**src/rtl/bp_cfg_responder_if.sv**
```systemverilog
// Config link bundle between the host-side initiator and a tile responder.
// Request channel is valid/ready; response channel is valid/yumi.
interface bp_cfg_responder_if #(
  parameter int cfg_core_width_p = 8,
  parameter int cfg_addr_width_p = 16,
  parameter int cfg_data_width_p = 64
);
  logic                        cfg_v_i;
  logic                        cfg_ready_o;
  logic                        cfg_w_v_i;
  logic [cfg_core_width_p-1:0] cfg_core_i;
  logic [cfg_addr_width_p-1:0] cfg_addr_i;
  logic [cfg_data_width_p-1:0] cfg_data_i;
  logic                        resp_v_o;
  logic                        resp_yumi_i;
  logic [cfg_data_width_p-1:0] resp_data_o;
  logic                        resp_err_o;

  modport master (
    output cfg_v_i, cfg_w_v_i, cfg_core_i,
    output cfg_addr_i, cfg_data_i, resp_yumi_i,
    input  cfg_ready_o, resp_v_o,
    input  resp_data_o, resp_err_o
  );

  modport slave (
    input  cfg_v_i, cfg_w_v_i, cfg_core_i,
    input  cfg_addr_i, cfg_data_i, resp_yumi_i,
    output cfg_ready_o, resp_v_o,
    output resp_data_o, resp_err_o
  );
endinterface

```
**src/rtl/bp_cfg_responder.sv**
```systemverilog
// Per-tile config target: decodes requests, holds arch config registers,
// and returns one response per addressed request.
module bp_cfg_responder #(
  parameter int cfg_core_width_p = 8,
  parameter int cfg_addr_width_p = 16,
  parameter int cfg_data_width_p = 64,
  parameter int vaddr_width_p    = 39,
  parameter logic [vaddr_width_p-1:0] npc_reset_p = 39'h00_8000_0000
) (
  input  logic                        clk_i,
  input  logic                        reset_i,
  input  logic [cfg_core_width_p-1:0] my_core_id_i,
  bp_cfg_responder_if.slave           cfg,
  output logic                        freeze_o,
  output logic [vaddr_width_p-1:0]    npc_o,
  output logic [1:0]                  icache_mode_o,
  output logic [1:0]                  dcache_mode_o,
  output logic                        cce_mode_o
);

  localparam int DW = cfg_data_width_p;
  localparam int AW = cfg_addr_width_p;

  localparam logic [AW-1:0] A_FREEZE  = AW'(1);
  localparam logic [AW-1:0] A_NPC     = AW'(2);
  localparam logic [AW-1:0] A_ICACHE  = AW'(3);
  localparam logic [AW-1:0] A_DCACHE  = AW'(4);
  localparam logic [AW-1:0] A_CCE     = AW'(5);
  localparam logic [AW-1:0] A_SCRATCH = AW'(6);

  typedef enum logic {
    e_ready,
    e_resp
  } state_e;

  state_e                   state_q;
  logic                     resp_v_q;
  logic [DW-1:0]            resp_data_q;
  logic                     resp_err_q;
  logic                     freeze_q;
  logic [vaddr_width_p-1:0] npc_q;
  logic [1:0]               icache_q;
  logic [1:0]               dcache_q;
  logic                     cce_q;
  logic [DW-1:0]            scratch_q;

  logic          sel_freeze;
  logic          sel_npc;
  logic          sel_icache;
  logic          sel_dcache;
  logic          sel_cce;
  logic          sel_scratch;
  logic          mapped;
  logic          hit_addr;
  logic          hit_bcast;
  logic          accept;
  logic          wr_en;
  logic [DW-1:0] rdata;
  logic [DW-1:0] resp_data_d;
  logic          resp_err_d;

  assign sel_freeze  = cfg.cfg_addr_i == A_FREEZE;
  assign sel_npc     = cfg.cfg_addr_i == A_NPC;
  assign sel_icache  = cfg.cfg_addr_i == A_ICACHE;
  assign sel_dcache  = cfg.cfg_addr_i == A_DCACHE;
  assign sel_cce     = cfg.cfg_addr_i == A_CCE;
  assign sel_scratch = cfg.cfg_addr_i == A_SCRATCH;

  assign mapped = sel_freeze | sel_npc | sel_icache
                | sel_dcache | sel_cce | sel_scratch;

  // An exact id match wins over broadcast, even for an all-ones tile id.
  assign hit_addr  = cfg.cfg_core_i == my_core_id_i;
  assign hit_bcast = (&cfg.cfg_core_i) & ~hit_addr;

  assign cfg.cfg_ready_o = (state_q == e_ready) & ~reset_i;
  assign accept          = cfg.cfg_v_i & cfg.cfg_ready_o;
  assign wr_en           = accept & cfg.cfg_w_v_i
                         & (hit_addr | hit_bcast);

  always_comb begin
    rdata = '0;
    unique case (1'b1)
      sel_freeze:  rdata = DW'(freeze_q);
      sel_npc:     rdata = DW'(npc_q);
      sel_icache:  rdata = DW'(icache_q);
      sel_dcache:  rdata = DW'(dcache_q);
      sel_cce:     rdata = DW'(cce_q);
      sel_scratch: rdata = scratch_q;
      default:     rdata = '0;
    endcase
  end

  assign resp_data_d = cfg.cfg_w_v_i ? '0 : rdata;
  assign resp_err_d  = ~mapped;

  always_ff @(posedge clk_i) begin
    if (reset_i) begin
      state_q     <= e_ready;
      resp_v_q    <= 1'b0;
      resp_data_q <= '0;
      resp_err_q  <= 1'b0;
      freeze_q    <= 1'b1;
      npc_q       <= npc_reset_p;
      icache_q    <= 2'b0;
      dcache_q    <= 2'b0;
      cce_q       <= 1'b0;
      scratch_q   <= '0;
    end else begin
      if (wr_en) begin
        if (sel_freeze)  freeze_q  <= cfg.cfg_data_i[0];
        if (sel_npc)     npc_q     <= cfg.cfg_data_i[vaddr_width_p-1:0];
        if (sel_icache)  icache_q  <= cfg.cfg_data_i[1:0];
        if (sel_dcache)  dcache_q  <= cfg.cfg_data_i[1:0];
        if (sel_cce)     cce_q     <= cfg.cfg_data_i[0];
        if (sel_scratch) scratch_q <= cfg.cfg_data_i;
      end
      unique case (state_q)
        e_ready: begin
          if (accept && hit_addr) begin
            state_q     <= e_resp;
            resp_v_q    <= 1'b1;
            resp_data_q <= resp_data_d;
            resp_err_q  <= resp_err_d;
          end
        end
        e_resp: begin
          if (cfg.resp_yumi_i) begin
            state_q  <= e_ready;
            resp_v_q <= 1'b0;
          end
        end
        default: state_q <= e_ready;
      endcase
    end
  end

  assign cfg.resp_v_o    = resp_v_q;
  assign cfg.resp_data_o = resp_data_q;
  assign cfg.resp_err_o  = resp_err_q;

  assign freeze_o      = freeze_q;
  assign npc_o         = npc_q;
  assign icache_mode_o = icache_q;
  assign dcache_mode_o = dcache_q;
  assign cce_mode_o    = cce_q;

`ifndef SYNTHESIS
  always_ff @(posedge clk_i) begin
    if (!reset_i) begin
      assert (!(cfg.resp_yumi_i && !resp_v_q))
        else $error("resp_yumi_i without resp_v_o");
    end
  end
`endif

endmodule

```
**src/flat_wrapper.sv**
```systemverilog
// flat-port wrapper written by rule: the top's interface ports become plain ports
module bp_cfg_responder_flat 
#(
  parameter int cfg_core_width_p = 8,
  parameter int cfg_addr_width_p = 16,
  parameter int cfg_data_width_p = 64,
  parameter int vaddr_width_p    = 39,
  parameter logic [vaddr_width_p-1:0] npc_reset_p = 39'h00_8000_0000
)
  (clk_i, reset_i, my_core_id_i, freeze_o, npc_o, icache_mode_o, dcache_mode_o, cce_mode_o, cfg_cfg_v_i, cfg_cfg_w_v_i, cfg_cfg_core_i, cfg_cfg_addr_i, cfg_cfg_data_i, cfg_resp_yumi_i, cfg_cfg_ready_o, cfg_resp_v_o, cfg_resp_data_o, cfg_resp_err_o);
  bp_cfg_responder_if #(.cfg_core_width_p(cfg_core_width_p), .cfg_addr_width_p(cfg_addr_width_p), .cfg_data_width_p(cfg_data_width_p)) cfg_i ();
  input  logic clk_i;
  input  logic reset_i;
  input  logic [cfg_core_width_p-1:0] my_core_id_i;
  output logic freeze_o;
  output logic [vaddr_width_p-1:0] npc_o;
  output logic [1:0] icache_mode_o;
  output logic [1:0] dcache_mode_o;
  output logic cce_mode_o;
  input wire logic [$bits(cfg_i.cfg_v_i)-1:0] cfg_cfg_v_i;
  input wire logic [$bits(cfg_i.cfg_w_v_i)-1:0] cfg_cfg_w_v_i;
  input wire logic [$bits(cfg_i.cfg_core_i)-1:0] cfg_cfg_core_i;
  input wire logic [$bits(cfg_i.cfg_addr_i)-1:0] cfg_cfg_addr_i;
  input wire logic [$bits(cfg_i.cfg_data_i)-1:0] cfg_cfg_data_i;
  input wire logic [$bits(cfg_i.resp_yumi_i)-1:0] cfg_resp_yumi_i;
  output wire logic [$bits(cfg_i.cfg_ready_o)-1:0] cfg_cfg_ready_o;
  output wire logic [$bits(cfg_i.resp_v_o)-1:0] cfg_resp_v_o;
  output wire logic [$bits(cfg_i.resp_data_o)-1:0] cfg_resp_data_o;
  output wire logic [$bits(cfg_i.resp_err_o)-1:0] cfg_resp_err_o;
  assign cfg_i.cfg_v_i = cfg_cfg_v_i;
  assign cfg_i.cfg_w_v_i = cfg_cfg_w_v_i;
  assign cfg_i.cfg_core_i = cfg_cfg_core_i;
  assign cfg_i.cfg_addr_i = cfg_cfg_addr_i;
  assign cfg_i.cfg_data_i = cfg_cfg_data_i;
  assign cfg_i.resp_yumi_i = cfg_resp_yumi_i;
  assign cfg_cfg_ready_o = cfg_i.cfg_ready_o;
  assign cfg_resp_v_o = cfg_i.resp_v_o;
  assign cfg_resp_data_o = cfg_i.resp_data_o;
  assign cfg_resp_err_o = cfg_i.resp_err_o;
  bp_cfg_responder #(.cfg_core_width_p(cfg_core_width_p), .cfg_addr_width_p(cfg_addr_width_p), .cfg_data_width_p(cfg_data_width_p), .vaddr_width_p(vaddr_width_p), .npc_reset_p(npc_reset_p)) u_core (.clk_i(clk_i), .reset_i(reset_i), .my_core_id_i(my_core_id_i), .cfg(cfg_i), .freeze_o(freeze_o), .npc_o(npc_o), .icache_mode_o(icache_mode_o), .dcache_mode_o(dcache_mode_o), .cce_mode_o(cce_mode_o));
endmodule
```
**config.mk**
```make
export PLATFORM = sky130hd
export DESIGN_NAME = bp_cfg_responder_flat
export DESIGN_NICKNAME = d
export VERILOG_FILES = /design/src/rtl/bp_cfg_responder_if.sv /design/src/rtl/bp_cfg_responder.sv /design/src/flat_wrapper.sv
export SDC_FILE = /design/constraint.sdc
export NUM_CORES = 1
export LEC_CHECK = 0
export BUFFER_PORTS_ARGS = -buffer_cell sky130_fd_sc_hd__clkbuf_2
export CORE_ASPECT_RATIO = 2
export CORE_MARGIN = 2
export CORE_UTILIZATION = 54
export CTS_BUF_LIST = sky130_fd_sc_hd__clkbuf_8
export CTS_CLUSTER_SIZE = 10
export DETAILED_ROUTE_END_ITERATION = 10
export MAX_ROUTING_LAYER = met4
export PLACE_DENSITY = 0.84
export REMOVE_ABC_BUFFERS = 1
export SYNTH_ARGS = -nofsm -noshare
export SYNTH_HDL_FRONTEND = slang
export SYNTH_SLANG_ARGS = --single-unit
```
**constraint.sdc**
```tcl
create_clock -name clk_i -period 2.8 [get_ports clk_i]
set_input_delay 0.56 -clock clk_i [delete_from_list [all_inputs] [get_ports clk_i]]
set_output_delay 0.56 -clock clk_i [all_outputs]
set_load 0.05 [all_outputs]
```
==> impl_metrics.csv, run 1 <==
group,metric,value,unit
logic_synthesis,avgSynthCellArea,8.573,sq um
setup_path,critPathRequiredTime,3.19,ns
cts,cts.clk_slew.worst_paths,0.09,ns
timing,fin_crit,2.438,ns
power_and_ir_drop,p_clk_share,37.8,%
power_and_ir_drop,switching_share,24.71,%
routing,drtIter0Drc,480,
cts,cts_hold_buf,0,
floorplan,initial_core_util,54.78,%
timing,hold_ws,0.2816,ns
floorplan,ios,213,
timing,timing.final.crit_share,87.07,%
power_and_ir_drop,peakVddDrop,300.0,uV
logic_synthesis,synth-edff-count,0,
layout,drive_above_1_share,25.64,%
setup_path,rrSetupSlack,0.36,ns
logic_synthesis,ys.flop_type,"dfxtp_1",
cts,post_cts_buffers,0,
global_route,grt_overflow,0,
layout,syn2layout_area_growth,19.51,%
timing,fin_setup_tns,0,ns
cts,cts_buffer_depth,2,
timing,hold_viol,0,
logic_synthesis,syn_inst,912,
global_route,grt_start_max_net_pins,188,
power_and_ir_drop,cellPowerDensity,471.4,nW/um^2
logic_synthesis,synth_top_area_cell,"dfxtp_1",
logic_synthesis,synth_seq_area_share,45.06,%
worst_hold_path,min-delay-start,"cfg_resp_yumi_i",
global_route,grt_usage,28.71,%
routing,vias,7262,
cts,clock-sinks,176,
placed_design,placed_cell_area,8972,sq um
setup_path,crit_path_end_kind,"flip-flop",
routing,wl,21580,microns
layout,nNetsFinal,1177,
logic_synthesis,ys_ff_latch,176,
setup_path,rr_endpoint,"u_core.scratch_q[30]",
outcome,outcome,"finished, final reports clean",
logic_synthesis,synth-async-reset-ratio,0,%
layout,utilization,65.46,%
cts,cts_buffers,17,
placed_design,gp_congestion,0.8889,
floorplan,fp.dieH,174.2,microns
setup_path,path_max_fanout,21,
routing,routedWlPerCell,16.83,microns
setup_path,cp.arrival,2.83,ns
routing,drc,0,
cts,clock_latency,0.47,ns
timing,worst_pin_slew,0.6684,ns
worst_hold_path,whs_path_depth,2,
floorplan,dieArea,15520,sq um
worst_hold_path,hp-class,"input pin to flip-flop",
global_route,antenna_found_initial,2,
routing,antenna_left,0,
power_and_ir_drop,pwr-share-comb,5.5,%
floorplan,core_area,14270,sq um
global_route,grt_pass1_vias,7109,
floorplan,fp-row-count,62,
setup_path,rr_startpoint,"u_core.state_q",
timing,rsz0062_at_grt,"no",
cts,root_buffer,"clkbuf_8",
cts,ctsResizeCount,0,
placed_design,io_buffers,212,
setup_path,reg2reg_depth,6,
timing,drv_slew,0,
floorplan,die_x,89.09,microns
logic_synthesis,synth_top_area_share,45.06,%
timing,skew,0.01054,ns
power_and_ir_drop,p_leak,3.572,nW
logic_synthesis,synthTopCellsByCount,"176 x dfxtp_1, 129 x o21ai_0, 104 x nor2b_1",
logic_synthesis,synth_area,7819,sq um
layout,finalInstanceArea,9344,sq um
placed_design,dpl.hpwl,14420,microns
setup_path,critPathLaunchType,"flip-flop",
cts,htree_levels,4,
run,cap_viol_max_count,0,
routing,avgViaCountPerCell,5.665,
setup_path,setup.worst_path.class,"flip-flop to flip-flop",
power_and_ir_drop,power.switching,1.088,mW
cts,cts_tree,"done",
logic_synthesis,synthTopCellsByArea,"dfxtp_1 45%, nor2b_1 8.3%, o21ai_0 8.3%",
worst_hold_path,min_to,"u_core.cfg.resp_v_o",
power_and_ir_drop,finalPower,4.404,mW
logic_synthesis,yosysMostFrequentCell,"dfxtp_1",
power_and_ir_drop,pwr-share-seq,56.8,%
logic_synthesis,synth.distinct_cells,40,
timing,relSlewSlack,55.44,%
power_and_ir_drop,internal_power,3.316,mW
timing,fmax,410.2,MHz
global_route,grt_first_pass_wirelength,34080,microns
timing,setup_viol_count_final,0,
routing,drt-pass1-iter-count,5,
logic_synthesis,synth_warnings,0,
==> logic make-up after synthesis <==
kind of cell / share of synthesized area [%]
AND/OR/NAND/NOR: 24.90
XOR/XNOR: 0.8962
buffers and inverters: 5.201
flip-flops: 45.06
multiplexers: 1.296
AO/OA/AOI/OAI: 22.64
==> through the flow <==
stage	setup WS (ns)	std cells
2_1_floorplan	-2.513	821
3_3_place_gp	0.1556	1249
3_5_place_dp	0.09993	1249
4_1_cts	0.4071	1280
5_1_grt	0.2612	1282
6_report	0.3621	1282
==> cell usage in the layout (no fill, tap or decap), types with 2 or more instances in the layout <==
cell        count
a21oi_1        27
nor4bb_1        2
nor3_1          3
buf_4          20
nor4_4          2
nor2b_1       103
nor4_1          2
nor4_2          2
or3_1           2
a22oi_1        37
diode_2         2
nor2_1         10
mux2i_1         9
nand2_1        32
or2_1           3
nand3_1        27
o21ai_0       129
o31ai_1        37
clkbuf_2      211
nand4_1         3
clkinv_4        4
dfxtp_1       176
clkinvlp_4      2
or4_1           3
nand2b_1       71
inv_6           5
xor2_1          8
o21ai_1        76
nand3b_1       40
clkbuf_8       17
buf_12          4
==> worst max-delay path, cell delays in order (launching register included) <==
cell and delay, ns:
dfxtp_1 0.35, nor4bb_1 0.45, nand4_2 0.15, or4b_2 0.65, or2_2 0.33, buf_4 0.22, o21ai_1 0.19
==> layout make-up <==
| type | count | area (sq um) |
|---|---|---|
| Fill cell | 1278 | 4930 |
| Timing Repair Buffer | 236 | 1297 |
| Clock buffer | 17 | 234.0 |
| Antenna cell | 2 | 5.005 |
| Multi-Input combinational cell | 645 | 3911 |
| Clock inverter | 14 | 132.6 |
| Tap cell | 192 | 240.2 |
| Sequential cell | 176 | 3523 |
==> registers in the layout, summed over array words and instances, names as in the netlist <==
name	flops
u_core.cce_mode_o	1
u_core.cfg.resp_data_o	64
u_core.cfg.resp_err_o	1
u_core.cfg.resp_v_o	1
u_core.dcache_mode_o	2
u_core.freeze_o	1
u_core.icache_mode_o	2
u_core.npc_o	39
u_core.scratch_q	64
u_core.state_q	1
==> power groups by stage <==
| stage | combinational [mW] | sequential [mW] | clock [mW] |
|---|---|---|---|
| final | 0.241 | 2.50 | 1.66 |
| after global routing | 0.259 | 2.50 | 1.80 |
| after CTS | 0.240 | 2.50 | 1.69 |
| after detailed placement | 0.240 | 2.56 | 0 |
| after global placement | 0.238 | 2.56 | 0 |
| after floorplan | 0.0784 | 2.56 | 0 |
==> routing by layer <==
layer | vias to the layer above | track usage (%) | wire length, microns
met5 | - | - | 0
met3 | 81 | 4.986 | 1060
met2 | 266 | 45.86 | 11180
li1 | 3526 | - | -
met4 | 0 | 18.41 | 1163
met1 | 3389 | 32.00 | 8175
==> worst max-delay path by stage <==
| stage | start | end |
|---|---|---|
| global placement | reset_i | u_core.scratch_q[28] |
| finish | u_core.state_q | u_core.scratch_q[30] |
| floorplan | cfg_cfg_core_i[7] | u_core.scratch_q[21] |
| CTS | u_core.state_q | u_core.scratch_q[62] |
| detailed placement | reset_i | u_core.scratch_q[62] |
| global route | u_core.state_q | u_core.scratch_q[17] |
Note: power is estimated with default switching activity, not from simulation.
==> run 2: changes to the inputs <==
==> constraint.sdc (replaced) <==
create_clock -name clk_i -period 2.8 [get_ports clk_i]
set_input_delay 0.14 -clock clk_i [delete_from_list [all_inputs] [get_ports clk_i]]
set_output_delay 0.14 -clock clk_i [all_outputs]
set_load 0.05 [all_outputs]
==> impl_metrics.csv, run 2 (synthesis results as in run 1) <==
group,metric,value,unit
cts,root_buffer,"clkbuf_8",
layout,utilization,69.53,%
cts,cts_tree,"done",
timing,timing.final.crit_share,93.25,%
global_route,grt_overflow,0,
layout,finalInstanceArea,9925,sq um
routing,drc,0,
global_route,antenna_found_initial,1,
setup_path,crit_path_end_kind,"flip-flop",
cts,clock-sinks,176,
timing,fmax,383.0,MHz
floorplan,dieArea,15520,sq um
worst_hold_path,hp-class,"input pin to flip-flop",
placed_design,pre_cts_slack,0.2934,ns
floorplan,ios,213,
timing,rsz0062_at_grt,"no",
global_route,grt_start_max_net_pins,126,
layout,drive_above_1_share,24.09,%
cts,ctsResizeCount,0,
timing,fin_crit,2.611,ns
timing,skew,0.01681,ns
global_route,grt_pass1_vias,7460,
setup_path,cp.arrival,3.01,ns
routing,drtIter0Drc,665,
placed_design,dpl.hpwl,14540,microns
floorplan,die_x,89.09,microns
cts,cts.clk_slew.worst_paths,0.11,ns
floorplan,fp.dieH,174.2,microns
floorplan,initial_core_util,54.78,%
routing,avgViaCountPerCell,5.685,
routing,routedWlPerCell,17.40,microns
timing,worst_pin_slew,1.064,ns
layout,n_fill_cell,1135,
cts,htree_levels,4,
run,cap_viol_max_count,0,
routing,vias,7635,
floorplan,core_area,14270,sq um
setup_path,cp_slowest_cell,"or4b_2",
placed_design,gp_congestion,0.9169,
floorplan,fp-row-count,62,
placed_design,io_buffers,212,
timing,fin_setup_tns,0,ns
routing,drt-pass1-iter-count,5,
layout,regArea,3523,sq um
timing,hold_ws,0.03224,ns
routing,antenna_left,0,
timing,drv_slew,0,
setup_path,critPathRequiredTime,3.19,ns
cts,cts_buffer_depth,2,
layout,multi_input_area,3911,sq um
layout,mostFrequentLayoutCell,"clkbuf_2",
routing,wl,23370,microns
setup_path,path_max_fanout,52,
cts,clock_latency,0.47,ns
timing,setup_viol_count_final,0,
global_route,grt_first_pass_wirelength,36430,microns
global_route,grt_usage,30.64,%
timing,setup_slack,0.1890,ns
setup_path,critPathLaunchType,"flip-flop",
timing,relSlewSlack,29.04,%
layout,syn2layout_area_growth,26.93,%
cts,cts_buffers,17,
outcome,outcome,"finished, final reports clean",
setup_path,crit_chain,"nor4bb_1 -> nand4_2 -> or4b_2 -> or2_2 -> buf_12 -> o21ai_1",
setup_path,slowest_delay,0.64,ns
power_and_ir_drop,peakVddDrop,320.6,uV
layout,nNetsFinal,1238,
power_and_ir_drop,p_leak,3.810,nW
setup_path,setup.worst_path.class,"flip-flop to flip-flop",
placed_design,placed_cell_area,8905,sq um
power_and_ir_drop,cellPowerDensity,453.4,nW/um^2
cts,post_cts_buffers,0,
timing,hold_viol,0,
layout,final_cell_mix,"211 x clkbuf_2, 176 x dfxtp_1, 129 x o21ai_0",
==> run 2: changes by cell type in the layout (fill, tap and decap cells not counted) <==
| cell | change |
|---|---|
| buf_12 | -3 |
| dlygate4sd3_1 | +65 |
| buf_4 | -1 |
| bufinv_16 | -1 |
| clkbuf_8 | +1 |
| inv_6 | +1 |
| inv_8 | +2 |
| inv_1 | -1 |
| diode_2 | -1 |
| clkinvlp_4 | +2 |
| clkinv_4 | -3 |
==> run 2: metrics by stage <==
step | instances | power, mW
after floorplan | 821 | 2.638
after global placement | 1245 | 2.796
after detailed placement | 1245 | 2.798
after CTS | 1342 | 4.511
after global routing | 1343 | 4.644
final | 1343 | 4.500
==> run 2: path summary, 6_finish.rpt <==
check,endpoint,slack [ns],depth (start not counted),start
worst max-delay path,u_core.scratch_q[36],0.19,6,u_core.state_q
worst min-delay path,u_core.cfg.resp_data_o[0],0.03,3,cfg_cfg_w_v_i
worst max register to register,u_core.scratch_q[36],0.19,6,u_core.state_q
worst min register to register,u_core.cfg.resp_data_o[57],0.46,2,u_core.cfg.resp_data_o[57]
==> run 2: report_power, final <==
part / internal [mW] / switching (mW) / leakage (nW) / total, mW
Sequential: 2.50 / 0.0000476 / 1.42 / 2.50
Combinational: 0.162 / 0.154 / 2.22 / 0.316
Clock: 0.665 / 1.02 / 0.177 / 1.68
==> run 2: what timing repair did <==
item / 4_1_cts / 5_1_grt
setup endpoints to repair: 0 / 0
hold endpoints to repair: 101 / 0
hold buffers: 65 / 0
==> run 2: cell type report <==
type | count | area share, %
antenna | 1 | 0.02521
multi-input combinational | 645 | 39.41
sequential | 176 | 35.50
tap | 192 | 2.421
timing repair buffer | 297 | 18.95
clock inverter | 14 | 1.198
clock buffer | 18 | 2.496
==> run 2: per-layer routing <==
layer / wire [microns] / GRT usage [%] / up-vias
met2: 11970 / 48.86 / 330
met3: 1224 / 6.125 / 109
met5: 0 / - / -
met1: 8582 / 33.51 / 3545
li1: - / - / 3651
met4: 1591 / 20.09 / 0
==> run 2: critical path, delay by kind of cell, from the launching register on <==
family                 cells  cell delay (ns)
AND/OR/NAND/NOR            4             1.71
flip-flops                 1             0.35
buffers and inverters      1             0.23
AO/OA/AOI/OAI              1             0.19
